File: src/rtl/calc_sequencer.sv
// Sequencer that drives one operand to the sin/cos/sqrt/prime units, waits for them to settle,
// and captures their digits into a display result; supports single ops and a four-step scan.
module calc_sequencer #(
  parameter int unsigned SETTLE_CYC = 4,
  parameter int unsigned DWELL_CYC  = 8
) (
  input  logic        clk,
  input  logic        rst,
  input  logic        start,
  input  logic        abort,
  input  logic [2:0]  op,
  input  logic [8:0]  num_in,
  output logic [8:0]  unit_num,
  input  logic [15:0] sin_dig,
  input  logic        sin_sign,
  input  logic [11:0] cos_dig,
  input  logic        cos_sign,
  input  logic [19:0] sqrt_dig,
  input  logic        is_prime,
  output logic [19:0] res_dig,
  output logic        res_sign,
  output logic [1:0]  res_op,
  output logic        res_valid,
  output logic        busy,
  output logic        err
);

  localparam logic [3:0] SettleLd = 4'(SETTLE_CYC);
  localparam logic [7:0] DwellLd  = 8'(DWELL_CYC);

  typedef enum logic [1:0] {StIdle, StSettle, StCapture, StDwell} state_e;

  state_e      r_state;
  state_e      w_state_nxt;
  logic [3:0]  r_settle_cnt;
  logic [7:0]  r_dwell_cnt;
  logic [1:0]  r_fn;
  logic        r_scan;
  logic [8:0]  r_unit;
  logic [19:0] r_res_dig;
  logic        r_res_sign;
  logic [1:0]  r_res_op;
  logic        r_res_valid;
  logic        r_err;

  logic        w_req;
  logic        w_accept;
  logic        w_illegal;
  logic        w_load_settle;
  logic        w_load_dwell;
  logic [19:0] w_cap_dig;
  logic        w_cap_sign;

  // Abort wins over start in IDLE, so neither accept nor err fires.
  assign w_req     = (r_state == StIdle) && start && !abort;
  assign w_accept  = w_req && (op <= 3'd4);
  assign w_illegal = w_req && (op >= 3'd5);

  assign w_load_settle = (w_state_nxt == StSettle) && (r_state != StSettle);
  assign w_load_dwell  = (w_state_nxt == StDwell) && (r_state != StDwell);

  // State register
  always_ff @(posedge clk) begin
    if (rst) begin
      r_state <= StIdle;
    end else begin
      r_state <= w_state_nxt;
    end
  end

  // Next-state logic
  always_comb begin
    w_state_nxt = r_state;
    unique case (r_state)
      StIdle: begin
        if (w_accept) w_state_nxt = StSettle;
      end
      StSettle: begin
        if (abort) begin
          w_state_nxt = StIdle;
        end else if (r_settle_cnt <= 4'd1) begin
          w_state_nxt = StCapture;
        end
      end
      StCapture: begin
        // Capture itself still completes this cycle even when aborted.
        if (abort || !r_scan) begin
          w_state_nxt = StIdle;
        end else begin
          w_state_nxt = StDwell;
        end
      end
      StDwell: begin
        if (abort) begin
          w_state_nxt = StIdle;
        end else if (r_dwell_cnt <= 8'd1) begin
          w_state_nxt = (r_fn == 2'd3) ? StIdle : StSettle;
        end
      end
      default: w_state_nxt = StIdle;
    endcase
  end

  // Output logic
  always_comb begin
    busy      = (r_state != StIdle);
    unit_num  = r_unit;
    res_dig   = r_res_dig;
    res_sign  = r_res_sign;
    res_op    = r_res_op;
    res_valid = r_res_valid;
    err       = r_err;
  end

  // Result selection; F digits blank the unused display positions.
  always_comb begin
    w_cap_dig  = sqrt_dig;
    w_cap_sign = 1'b0;
    unique case (r_fn)
      2'd0: begin
        w_cap_dig  = {4'hF, sin_dig};
        w_cap_sign = sin_sign;
      end
      2'd1: begin
        w_cap_dig  = {8'hFF, cos_dig};
        w_cap_sign = cos_sign;
      end
      2'd2: begin
        w_cap_dig  = sqrt_dig;
        w_cap_sign = 1'b0;
      end
      2'd3: begin
        w_cap_dig  = {16'hFFFF, 3'b000, is_prime};
        w_cap_sign = 1'b0;
      end
      default: begin
        w_cap_dig  = sqrt_dig;
        w_cap_sign = 1'b0;
      end
    endcase
  end

  // Datapath and counters
  always_ff @(posedge clk) begin
    if (rst) begin
      r_settle_cnt <= 4'd0;
      r_dwell_cnt  <= 8'd0;
      r_fn         <= 2'd0;
      r_scan       <= 1'b0;
      r_unit       <= 9'd0;
      r_res_dig    <= 20'd0;
      r_res_sign   <= 1'b0;
      r_res_op     <= 2'd0;
      r_res_valid  <= 1'b0;
      r_err        <= 1'b0;
    end else begin
      r_res_valid <= 1'b0;
      r_err       <= w_illegal;

      if (w_accept) begin
        r_unit <= num_in;
        r_scan <= (op == 3'd4);
        r_fn   <= (op == 3'd4) ? 2'd0 : op[1:0];
      end

      if (w_load_settle) begin
        r_settle_cnt <= SettleLd;
      end else if (r_state == StSettle) begin
        r_settle_cnt <= r_settle_cnt - 4'd1;
      end

      if (w_load_dwell) begin
        r_dwell_cnt <= DwellLd;
      end else if (r_state == StDwell) begin
        r_dwell_cnt <= r_dwell_cnt - 8'd1;
      end

      if (r_state == StCapture) begin
        r_res_dig   <= w_cap_dig;
        r_res_sign  <= w_cap_sign;
        r_res_op    <= r_fn;
        r_res_valid <= 1'b1;
      end

      if ((r_state == StDwell) && (w_state_nxt == StSettle)) begin
        r_fn <= r_fn + 2'd1;
      end
    end
  end

endmodule
File: config.mk
export PLATFORM = sky130hd
export DESIGN_NAME = calc_sequencer
export DESIGN_NICKNAME = d
export VERILOG_FILES = /design/src/rtl/calc_sequencer.sv
export SDC_FILE = /design/constraint.sdc
export NUM_CORES = 1
export LEC_CHECK = 0
export ABC_AREA = 0
export CAP_MARGIN = 20
export CORE_MARGIN = 2
export CORE_UTILIZATION = 39
export DETAILED_ROUTE_END_ITERATION = 10
export GPL_TIMING_DRIVEN = 0
export PLACE_DENSITY = 0.76
export RECOVER_POWER = 50
export REMOVE_ABC_BUFFERS = 1
export SYNTH_ARGS = -nofsm -noshare
export SYNTH_HDL_FRONTEND = slang
export SYNTH_SLANG_ARGS = --single-unit
File: constraint.sdc
create_clock -name clk -period 2.3 [get_ports clk]
set_clock_uncertainty 0.2 [all_clocks]
set_input_delay 0.575 -clock clk [delete_from_list [all_inputs] [get_ports clk]]
set_output_delay 0.575 -clock clk [all_outputs]
set_load 0.005 [all_outputs]
==> impl_metrics.py <==
metrics = {
    "run_status": {
        "status": "finished clean",
    },
    "worst_hold_path": {
        "hp-start": "res_dig[8]$_SDFFE_PP0P_",
        "hold_path_depth": 2,
        "hp-class": "flip-flop to flip-flop",
        "min_to": "res_dig[8]$_SDFFE_PP0P_",
    },
    "setup_path": {
        "crit_type": "flip-flop to output port",
        "crit_arrival_ns": 1.45,
        "reg2reg_to": "r_fn[1]$_SDFFE_PP0P_",
        "crit_chain": "nor2_2, inv_1, clkdlybuf4s50_1",
        "r2r_cells": 7,
        "start_kind": "flip-flop",
        "critPathSlowestCell": "clkdlybuf4s50_1",
        "crit_required_ns": 1.52,
        "critPathCaptureType": "output port",
        "path_max_fanout": 13,
        "r2r_start": "r_dwell_cnt[1]$_SDFFE_PP0P_",
        "cpPeakStageDelay_ns": 0.45,
        "regToRegSetupSlack_ns": 0.11,
    },
    "final_layout": {
        "multi_input_area_sq_um": 1480,
        "area_growth_pct": 50.9,
        "fin_nets": 479,
        "design_area_sq_um": 3790,
        "regArea_sq_um": 1030,
        "fillers": 561,
        "num_antenna_cells": 0,
        "drive_gt1_share_pct": 10.1,
    },
    "yosys": {
        "synth_most_common_cell": "nand2_1",
        "seq_area_frac_synth_pct": 40.6,
        "synth_area_leaders": "dfxtp_1, nand2_1, a21oi_1, nor2_1, ha_1",
        "yosysTopAreaCellShare_pct": 40.6,
        "synth.ff_latch_count": 51,
        "yosys.area.top_type": "dfxtp_1",
        "synthArstFlopShare_pct": 0,
        "synth_flop_cell": "dfxtp_1",
        "synth_edf_count": 0,
        "synth.avg_cell_area_sq_um": 8.01,
        "netlist_area_sq_um": 2510,
        "synthDistinctLibCells": 42,
        "yosys_warnings": 0,
        "synth_cells": 314,
        "synthTopCellsByCount": "nand2_1, dfxtp_1, a21oi_1, nor2_1, clkbuf_1",
    },
    "power": {
        "p_int_uw": 1480,
        "pwr-share-clk_pct": 32.9,
        "powerDensity_nw_per_um2": 518,
        "peakVddDrop_v": 0.000341,
        "total_power_uw": 1970,
        "power.leakage_uw": 0.00134,
        "p_sw_share_pct": 24.8,
        "combinationalPowerShare_pct": 19.2,
        "p_switching_uw": 488,
        "seqPwrFrac_pct": 47.9,
    },
    "floorplanning": {
        "pin_count": 102,
        "die_h_um": 84.3,
        "start_util_pct": 40.0,
        "die_area_sq_um": 7100,
        "rows": 29,
        "die-width_um": 84.3,
        "core_sq_um": 6280,
    },
    "grt": {
        "gr-total-overflow": 0,
        "grt_pass1_vias": 2631,
        "grt_max_degree": 48,
        "grt.total_usage_pct": 19.9,
        "grt_pass1_wl_um": 11700,
        "antenna_found_initial": 0,
    },
    "clocking": {
        "clk_pin_slew_ns": 0.09,
        "clkSinkCount": 51,
        "ctsHoldBuffers": 0,
        "cts_root_buf": "clkbuf_8",
        "clk_path_buf_depth": 2,
        "cts_tree": "done",
        "cts_made_buffers": 5,
        "clock_latency_ns": 0.31,
        "htree_levels": 2,
    },
    "flow_run": {
        "maxCapViolations": 0,
    },
    "placement": {
        "gp_congestion": 0.782,
        "place_ws_ns": -0.978,
        "dpl_cell_area_sq_um": 3540,
        "hpwl_um": 4780,
        "io_buffers": 101,
    },
    "timing": {
        "drv_slew": 0,
        "hold_viol": 0,
        "setup_viol": 0,
        "fmax_ghz": 0.450,
        "setup_slack_ns": 0.0762,
        "finalCritPeriodShare_pct": 96.7,
        "period_needed_ns": 2.22,
        "worst_slew_pin_slew_ns": 0.889,
        "slew_headroom_pct": 40.7,
    },
    "drt": {
        "ant_nets": 0,
        "first_pass_iters": 4,
        "detail_route.wl_per_cell_um": 14.7,
        "drc": 0,
        "drt_iter0_drc": 90,
        "viasPerCell": 5.28,
        "vias": 2543,
        "wirelength_um": 7060,
    },
}
[power by group through the flow]
stage	Clock, uW	Sequential [uW]	Combinational [uW]
floorplan	0	955	154
global placement	0	957	352
detailed placement	0	959	357
CTS	664	941	370
global route	696	947	416
finish	646	942	377
[cell usage in the layout, fill, tap and decap left out, types with 3 or more instances in the layout]
cell type and instances:
xnor2_1 7, a2111oi_0 3, clkdlybuf4s50_1 97, nand2_1 52, a221oi_1 9, a211oi_1 7, nand3_1 10, nor2_1 27
dfxtp_2 3, dfxtp_1 46, a21o_1 4, buf_4 4, clkbuf_8 6, nor2b_1 8, o21ai_0 11, inv_1 7
nand2b_1 3, a21oi_1 33, ha_1 4, nor3_1 15, a221o_1 3
[metal layers]
layer | GRT usage, % | vias to the layer above | wire, um
met1 | 21.9 | 1162 | 2890
li1 | - | 1288 | -
met2 | 35.5 | 85 | 3360
met3 | 8.06 | 8 | 731
met5 | 0 | - | 0
met4 | 5.28 | 0 | 80
[layout make-up]
cell class / instances / area share (%)
clock buffer: 6 / 2.18
sequential: 51 / 27.2
timing repair buffer: 106 / 27.6
multi-input combinational: 233 / 38.9
tap: 77 / 2.54
inverter: 7 / 0.693
clock inverter: 2 / 0.923
[kinds of logic (layout without fill, tap and decap cells)]
kind of cell	after synthesis	after routing	synth area share, %
compound gates	80	80	21.7
xor+xnor	8	8	2.79
buf+inv	30	121	4.63
flops	51	51	40.6
simple gates	135	135	25.4
fa+ha+maj	8	8	3.98
mux	2	2	0.896
[metrics by stage]
step | util (%) | std cells | hold slack (ns) | setup TNS [ns]
4_1_cts | 59.6 | 482 | 0.257 | 0
5_1_grt | 60.4 | 482 | 0.267 | -0.00695
6_report | 60.4 | 482 | 0.251 | 0
3_3_place_gp | 56.2 | 469 | 0.237 | -31.33
3_5_place_dp | 56.5 | 471 | 0.245 | -15.68
2_1_floorplan | - | 291 | 0.242 | -0.122
[registers in the layout (all words and copies together) (netlist names), 2 cells and up]
signal	cells
r_state	2
unit_num	9
res_op	2
r_dwell_cnt	8
r_fn	2
res_dig	20
r_settle_cnt	4
[timing repair]
action                                  4_1_cts  5_1_grt
cloned                                        0        0
resized for setup                            18       11
pin swaps                                     1        2
endpoints found under the setup margin       31       18
buffers inserted                              3        0
[worst max-delay path: cells and delay by family (launching register included)]
| family | cells | cell delay (ns) |
|---|---|---|
| buf+inv | 2 | 0.51 |
| flops | 1 | 0.42 |
| simple gates | 1 | 0.21 |
[worst max-delay path by stage]
| stage | depth (start not counted) | start | slack (ns) | to |
|---|---|---|---|---|
| after CTS | 5 | r_fn[0]$_SDFFE_PP0P_ | 0.04 | r_settle_cnt[1]$_SDFFE_PP0P_ |
| after detailed placement | 4 | abort | -0.98 | r_state[0]$_SDFF_PP0_ |
| after global placement | 5 | op[1] | -0.97 | unit_num[2]$_SDFFE_PP0P_ |
| after floorplan | 5 | r_state[1]$_SDFF_PP0_ | -0.06 | r_fn[0]$_SDFFE_PP0P_ |
| after global routing | 6 | start | -0.007 | r_fn[1]$_SDFFE_PP0P_ |
| final | 3 | r_state[1]$_SDFF_PP0_ | 0.08 | busy |
Power figures use the tool's default switching activity.
